<file path="config.mk">
export PLATFORM = sky130hd
export DESIGN_NAME = sc_imem_boot_loader
export DESIGN_NICKNAME = d
export VERILOG_FILES = /design/src/rtl/sc_imem_boot_loader.sv
export SDC_FILE = /design/constraint.sdc
export NUM_CORES = 1
export LEC_CHECK = 0
export CORE_MARGIN = 4
export CORE_UTILIZATION = 50
export DETAILED_ROUTE_END_ITERATION = 8
export GPL_TIMING_DRIVEN = 0
export HOLD_SLACK_MARGIN = 0.15
export PLACE_DENSITY_LB_ADDON = 0.1
export SLEW_MARGIN = 40
export SYNTH_ARGS = -nofsm -noshare
export SYNTH_HDL_FRONTEND = slang
export SYNTH_SLANG_ARGS = --single-unit
</file>
<file path="constraint.sdc">
create_clock -name clk -period 6.2 [get_ports clk]
set_input_delay 0.62 -clock clk [delete_from_list [all_inputs] [get_ports clk]]
set_output_delay 0.62 -clock clk [all_outputs]
set_load 0.02 [all_outputs]
</file>
<file path="src/rtl/sc_imem_boot_loader.sv">
// rtl/sc_imem_boot_loader.sv - boot loader that fills instruction memory from a byte stream
// Holds the CPU stalled until N little-endian words have been written from address 0 upward.
module sc_imem_boot_loader #(
    parameter int ADDR_WIDTH     = 10,
    parameter int TIMEOUT_CYCLES = 0
) (
    input  logic                  clk,
    input  logic                  reset,
    input  logic                  reload,
    input  logic                  in_valid,
    input  logic [7:0]            in_data,
    output logic                  in_ready,
    output logic                  imem_wr_en,
    output logic [ADDR_WIDTH-1:0] imem_wr_addr,
    output logic [31:0]           imem_wr_data,
    output logic                  cpu_run,
    output logic                  load_done,
    output logic                  load_error,
    output logic [ADDR_WIDTH:0]   words_loaded
);
    localparam logic [32:0] DEPTH = 33'(1) << ADDR_WIDTH;

    typedef enum logic [1:0] {S_LEN, S_DATA, S_DONE, S_ERR} state_t;

    state_t      state;
    logic [1:0]  byte_cnt;
    logic [23:0] shift;
    logic [31:0] word_count;
    logic [31:0] idle_cnt;
    logic [31:0] full;
    logic        accept;
    logic        idle_active;
    logic        timed_out;

    assign in_ready    = (state == S_LEN || state == S_DATA) && !reload;
    assign accept      = in_valid && in_ready;
    assign full        = {in_data, shift};
    // The idle clock only runs once a load has actually started.
    assign idle_active = (state == S_DATA) || (state == S_LEN && byte_cnt != 2'd0);
    assign timed_out   = (TIMEOUT_CYCLES != 0) && idle_active && !accept
                         && (idle_cnt == 32'(TIMEOUT_CYCLES - 1));

    always_ff @(posedge clk or negedge reset) begin
        if (!reset) begin
            state        <= S_LEN;
            byte_cnt     <= 2'd0;
            shift        <= '0;
            word_count   <= '0;
            idle_cnt     <= '0;
            imem_wr_en   <= 1'b0;
            imem_wr_addr <= '0;
            imem_wr_data <= '0;
            cpu_run      <= 1'b0;
            load_done    <= 1'b0;
            load_error   <= 1'b0;
            words_loaded <= '0;
        end else if (reload) begin
            state        <= S_LEN;
            byte_cnt     <= 2'd0;
            shift        <= '0;
            word_count   <= '0;
            idle_cnt     <= '0;
            imem_wr_en   <= 1'b0;
            imem_wr_addr <= '0;
            imem_wr_data <= '0;
            cpu_run      <= 1'b0;
            load_done    <= 1'b0;
            load_error   <= 1'b0;
            words_loaded <= '0;
        end else begin
            imem_wr_en <= 1'b0;
            if (accept) begin
                idle_cnt <= '0;
            end else if (idle_active) begin
                idle_cnt <= idle_cnt + 32'd1;
            end

            case (state)
                S_LEN: begin
                    if (timed_out) begin
                        state      <= S_ERR;
                        load_error <= 1'b1;
                    end else if (accept) begin
                        shift    <= full[31:8];
                        byte_cnt <= byte_cnt + 2'd1;
                        if (byte_cnt == 2'd3) begin
                            word_count <= full;
                            if (full == 32'd0 || {1'b0, full} > DEPTH) begin
                                state      <= S_ERR;
                                load_error <= 1'b1;
                            end else begin
                                state <= S_DATA;
                            end
                        end
                    end
                end
                S_DATA: begin
                    // Release the CPU only after the last write pulse has been seen.
                    if (imem_wr_en && 32'(words_loaded) == word_count) begin
                        state     <= S_DONE;
                        cpu_run   <= 1'b1;
                        load_done <= 1'b1;
                    end else if (timed_out) begin
                        state      <= S_ERR;
                        load_error <= 1'b1;
                    end else if (accept) begin
                        shift    <= full[31:8];
                        byte_cnt <= byte_cnt + 2'd1;
                        if (byte_cnt == 2'd3) begin
                            imem_wr_en   <= 1'b1;
                            imem_wr_addr <= words_loaded[ADDR_WIDTH-1:0];
                            imem_wr_data <= full;
                            words_loaded <= words_loaded + (ADDR_WIDTH + 1)'(1);
                        end
                    end
                end
                default: begin
                end
            endcase
        end
    end
endmodule

</file>
======== Word level (Yosys, flattened, before mapping) ========
Cells that the tools add are included.
word-level totals
  output and inout bits ................... 58
  register bits after elaboration ......... 116
  word-level logic and storage cells ...... 86
  input port bits ......................... 12
cells by class
  mux-type cells .......................... 44
  $add $sub $neg .......................... 2
  reductions and logical operators ........ 21
  $lt $le $gt $ge ......................... 1
  equal/unequal tests ..................... 8
operator list
  cell                                                              count
  two-way mux 32 bit                                                7
  two-way mux 24 bit                                                3
  two-way mux 11 bit                                                5
  two-way mux 10 bit                                                5
  case mux 24 bit (2 select lines)                                  1
  == test 11 x 32 -> 1 bit                                          1
  greater-than comparator 32 x 11 -> 1 bit (second input constant)  1
  zero test 32 bit                                                  1
  two-way mux 2 bit                                                 8
  two-way mux 1 bit                                                 13
  AND reduction 4 bit                                               3
  nonzero test 2 bit                                                6
  adder 11 x 1 -> 11 bit (second input constant)                    1
  case mux 2 bit (2 select lines)                                   2
  inequality test 3 x 2 -> 1 bit (second input constant)            2
  inequality test 3 bit (second input constant)                     2
  AND reduction 2 bit                                               2
  logical AND 1 bit                                                 3
  AND reduction 3 bit                                               1
  nonzero test 3 bit                                                1
  adder 2 x 1 -> 2 bit (second input constant)                      1
  == test 2 x 1 -> 1 bit (second input constant)                    1
  == test 2 bit (second input constant)                             1
  zero test 2 bit                                                   1
  3 further kinds                                                   4

======== Longest topological paths before layout ========
  depth in word-level cells ............... 8
  mapped depth ............................ 9
  depth with buffers taken out ............ 6

======== Worst setup path after synthesis ========
OpenSTA, ideal clock, no wires.
  path type ............................... input to output
  from .................................... in reload
  to ...................................... out in_ready
  required time ........................... 5580 ps
  slack ................................... 3766 ps
  arrival ................................. 1814 ps
  buffers on the path ..................... 4
  cell stages on the path ................. 5
  path through ............................ clkbuf_1 clkbuf_1 clkbuf_1 clkbuf_1 nor2_1
between the ends
  word-level cells in the longest chain between the ends .. 2
ends and longest elaborated chain
  item                line  RTL
  start: declaration  9     input logic reload,
  zero test 1 bit     35    assign in_ready = (state == S_LEN || state == S_DATA) && !reload;
  logical AND 1 bit   35
  end: declaration    12    output logic in_ready,
Every way passes these cells.

======== Worst setup path in the final report ========
Ends and elaborated chain as after synthesis.

==> impl_metrics.json <==
{
  "fin_skew_ns": 0.007220,
  "syn2layout_area_growth_pct": 30.00,
  "drt-initial-drc-count": 244,
  "grt_max_degree": 63,
  "cpPeakStageDelay_ns": 0.55,
  "synthAdderAreaFrac_pct": 0.4812,
  "startpoint": "reload",
  "synth_edf_count": 0,
  "place_congestion": 0.8199,
  "hold_path_class": "reg2reg",
  "status": "complete, no violations",
  "hold_viol": 0,
  "critPathRequiredTime_ns": 5.58,
  "cts_setup_buffers": 0,
  "cts_made_buffers": 17,
  "first_pass_iters": 5,
  "clockRootBuffer": "clkbuf_8",
  "viasPerCell": 5.319,
  "hold-worst-slack_ns": 0.5160,
  "r2r-start": "words_loaded[0]$_DFFE_PN0P_",
  "dieArea_um2": 12100,
  "multi_input_area_um2": 2110,
  "start_util_pct": 52.24,
  "grtUsageTotal_pct": 22.43,
  "clock-sinks": 116,
  "crit_top_cell": "clkbuf_1",
  "rsz0062_at_grt": "false",
  "crit_slowest_cell": "clkdlybuf4s50_1",
  "ctsHoldBuffers": 1,
  "cts-resized-gates": 0,
  "vias": 3835,
  "layout_commonest_cell": "dfrtp_1",
  "insertedDiodeCount": 0,
  "grt_pass1_vias": 3872,
  "p_leak_uw": 0.002932,
  "fin_cells": 721,
  "yosys.area_share.xor_xnor_pct": 2.526,
  "synth_area_um2": 5200,
  "htree_levels": 4,
  "syn_inst": 486,
  "hpwl_um": 8486,
  "die_w_um": 110.0,
  "synth_top_family_by_area": "simple AND/OR/NAND/NOR gates",
  "io_pins": 70,
  "worstPathArrival_ns": 2.79,
  "yosys.area_share.simple_pct": 18.38,
  "drc": 0,
  "io_buffers": 68,
  "fin_tns_setup_ns": 0,
  "drive_above_1_share_pct": 9.524,
  "crit_type": "in2out",
  "syn_avg_cell_area_um2": 10.70,
  "core_area_um2": 9955,
  "synth_warnings": 0,
  "clock_path_buffers": 2,
  "clk_pin_slew_worst_paths_ns": 0.06,
  "max_freq_mhz": 293.0,
  "register_area_um2": 2903,
  "synthMuxAreaShare_pct": 14.17,
  "relSlewSlack_pct": 52.73,
  "mostFrequentLayoutCells": "116 x dfrtp_1, 87 x nor2_1, 68 x mux2i_1",
  "async_flop_share_pct": 100.0,
  "cap_violations": 0,
  "dp_slack_ns": 2.797,
  "die_h_um": 110.0,
  "power_density_nw_per_um2": 289.8,
  "fin_ws_ns": 2.787,
  "numPlacedInstances": 688,
  "finalMaxSlewViolations": 0,
  "fillCellCount": 749,
  "design_area_um2": 6760,
  "num_rows": 36,
  "rr_worst_depth": 9,
  "final_nets": 589,
  "period_share_pct": 55.05,
  "postRouteWirelength_um": 12350,
  "clk_latency_ns": 0.51,
  "dpl_cell_area_um2": 6080,
  "grt_antenna_before_repair": 0,
  "synth_flop_cell": "dfrtp_1",
  "fin_crit_ns": 3.413,
  "cp_cell_sequence": "clkbuf_1 -> clkbuf_1 -> clkbuf_1 -> clkbuf_1 -> nor2_1 -> clkdlybuf4s50_1",
  "path_max_fanout": 10,
  "r2r_end": "shift[14]$_DFFE_PN0P_",
  "wire_per_inst_um": 17.13,
  "setup_viol": 0,
  "synth-compound-area-share_pct": 5.005,
  "gr-total-overflow": 0,
  "reg2reg_slack_ns": 3.68,
  "syn_nets": 500,
  "yosys_register_bits": 116,
  "grt_pass1_wl_um": 20520,
  "seq_area_frac_synth_pct": 55.82,
  "ant_nets": 0,
  "ir_drop_mv": 0.1777,
  "crit_path_end": "in_ready",
  "ys_types": 37,
  "start_kind": "input port",
  "cts_tree": "built",
  "worst_slew_pin_slew_ns": 0.7032,
  "end_kind": "primary output"
}
[cells by family after synthesis]
logic type / after synthesis
buffers and inverters: 36
DFF: 116
muxes: 73
xor gates and xnor gates: 15
and+or+nand+nor: 198
adders and majority gates: 2
AOI/OAI and AO/OA: 46
[Yosys cell counts (3+ instances only)]
cell      count  area (um2)
nor2b_1       7       43.79
o21ai_0      33       165.2
buf_6         5       56.30
nand3_1       5       25.02
buf_2         3       15.01
nor3_1        3       15.01
nor4_1       10       62.56
nand2b_1     32       200.2
nand2_1      38       142.6
xor2_1        5       43.79
a21oi_1       3       15.01
nand4_1       7       43.79
buf_4         3       22.52
mux2i_1      68       680.7
dfrtp_1     116        2903
mux2_2        5       56.30
inv_1         4       15.01
nor2_1       87       326.6
xnor2_1      10       87.58
clkbuf_1     21       78.83
[worst min path at each step]
stage / startpoint / end / slack (ns) / cells past startpoint
6_report: imem_wr_addr[1]$_DFFE_PN0P_ / imem_wr_addr[1]$_DFFE_PN0P_ / 0.52 / 2
5_1_grt: imem_wr_addr[1]$_DFFE_PN0P_ / imem_wr_addr[1]$_DFFE_PN0P_ / 0.55 / 2
4_1_cts: imem_wr_addr[3]$_DFFE_PN0P_ / imem_wr_addr[3]$_DFFE_PN0P_ / 0.52 / 2
2_1_floorplan: reset / byte_cnt[0]$_DFFE_PN0P_ / 0.32 / 0
3_5_place_dp: imem_wr_addr[3]$_DFFE_PN0P_ / imem_wr_addr[3]$_DFFE_PN0P_ / 0.51 / 2
3_3_place_gp: imem_wr_addr[0]$_DFFE_PN0P_ / imem_wr_addr[0]$_DFFE_PN0P_ / 0.50 / 2
[area by class of cell]
cell class	instances	area share, %
clock buffers	19	6.533
flip-flops and latches	116	42.94
repair buffers	70	10.70
plain buffers	32	2.554
multi-input cells	334	31.20
well taps	133	2.462
inverters	4	0.2221
clock inverters	13	3.387
[worst max-delay path, delay by kind of cell]
family        cells  cell delay [ns]
buf+inv           5             2.05
simple gates      1             0.11
[registers in the layout, indices dropped and copies added (netlist names)]
signal        flops
words_loaded     11
word_count       32
load_done         1
state             2
imem_wr_addr     10
load_error        1
imem_wr_en        1
shift            24
imem_wr_data     32
byte_cnt          2
[where the power goes]
group | switching, uW | internal [uW] | total [uW]
sequential | 13.4 | 767 | 780
clock | 340 | 754 | 1090
combinational | 52.5 | 33.1 | 85.6
total | 406 | 1550 | 1960
[metrics by stage]
stage	util, %	total power, uW
after floorplan	-	833.1
after global placement	60.75	875.2
after detailed placement	61.07	879.1
after CTS	67.91	1976
after global routing	67.91	2025
final	67.91	1959
[per-layer routing]
metal,track usage [%],vias up,wire length [um]
met5,0,-,0
met4,7.302,0,156
li1,-,1820,-
met3,4.368,15,643
met2,34.88,119,5765
met1,31.78,1881,5784
Power figures use the tool's default switching activity.
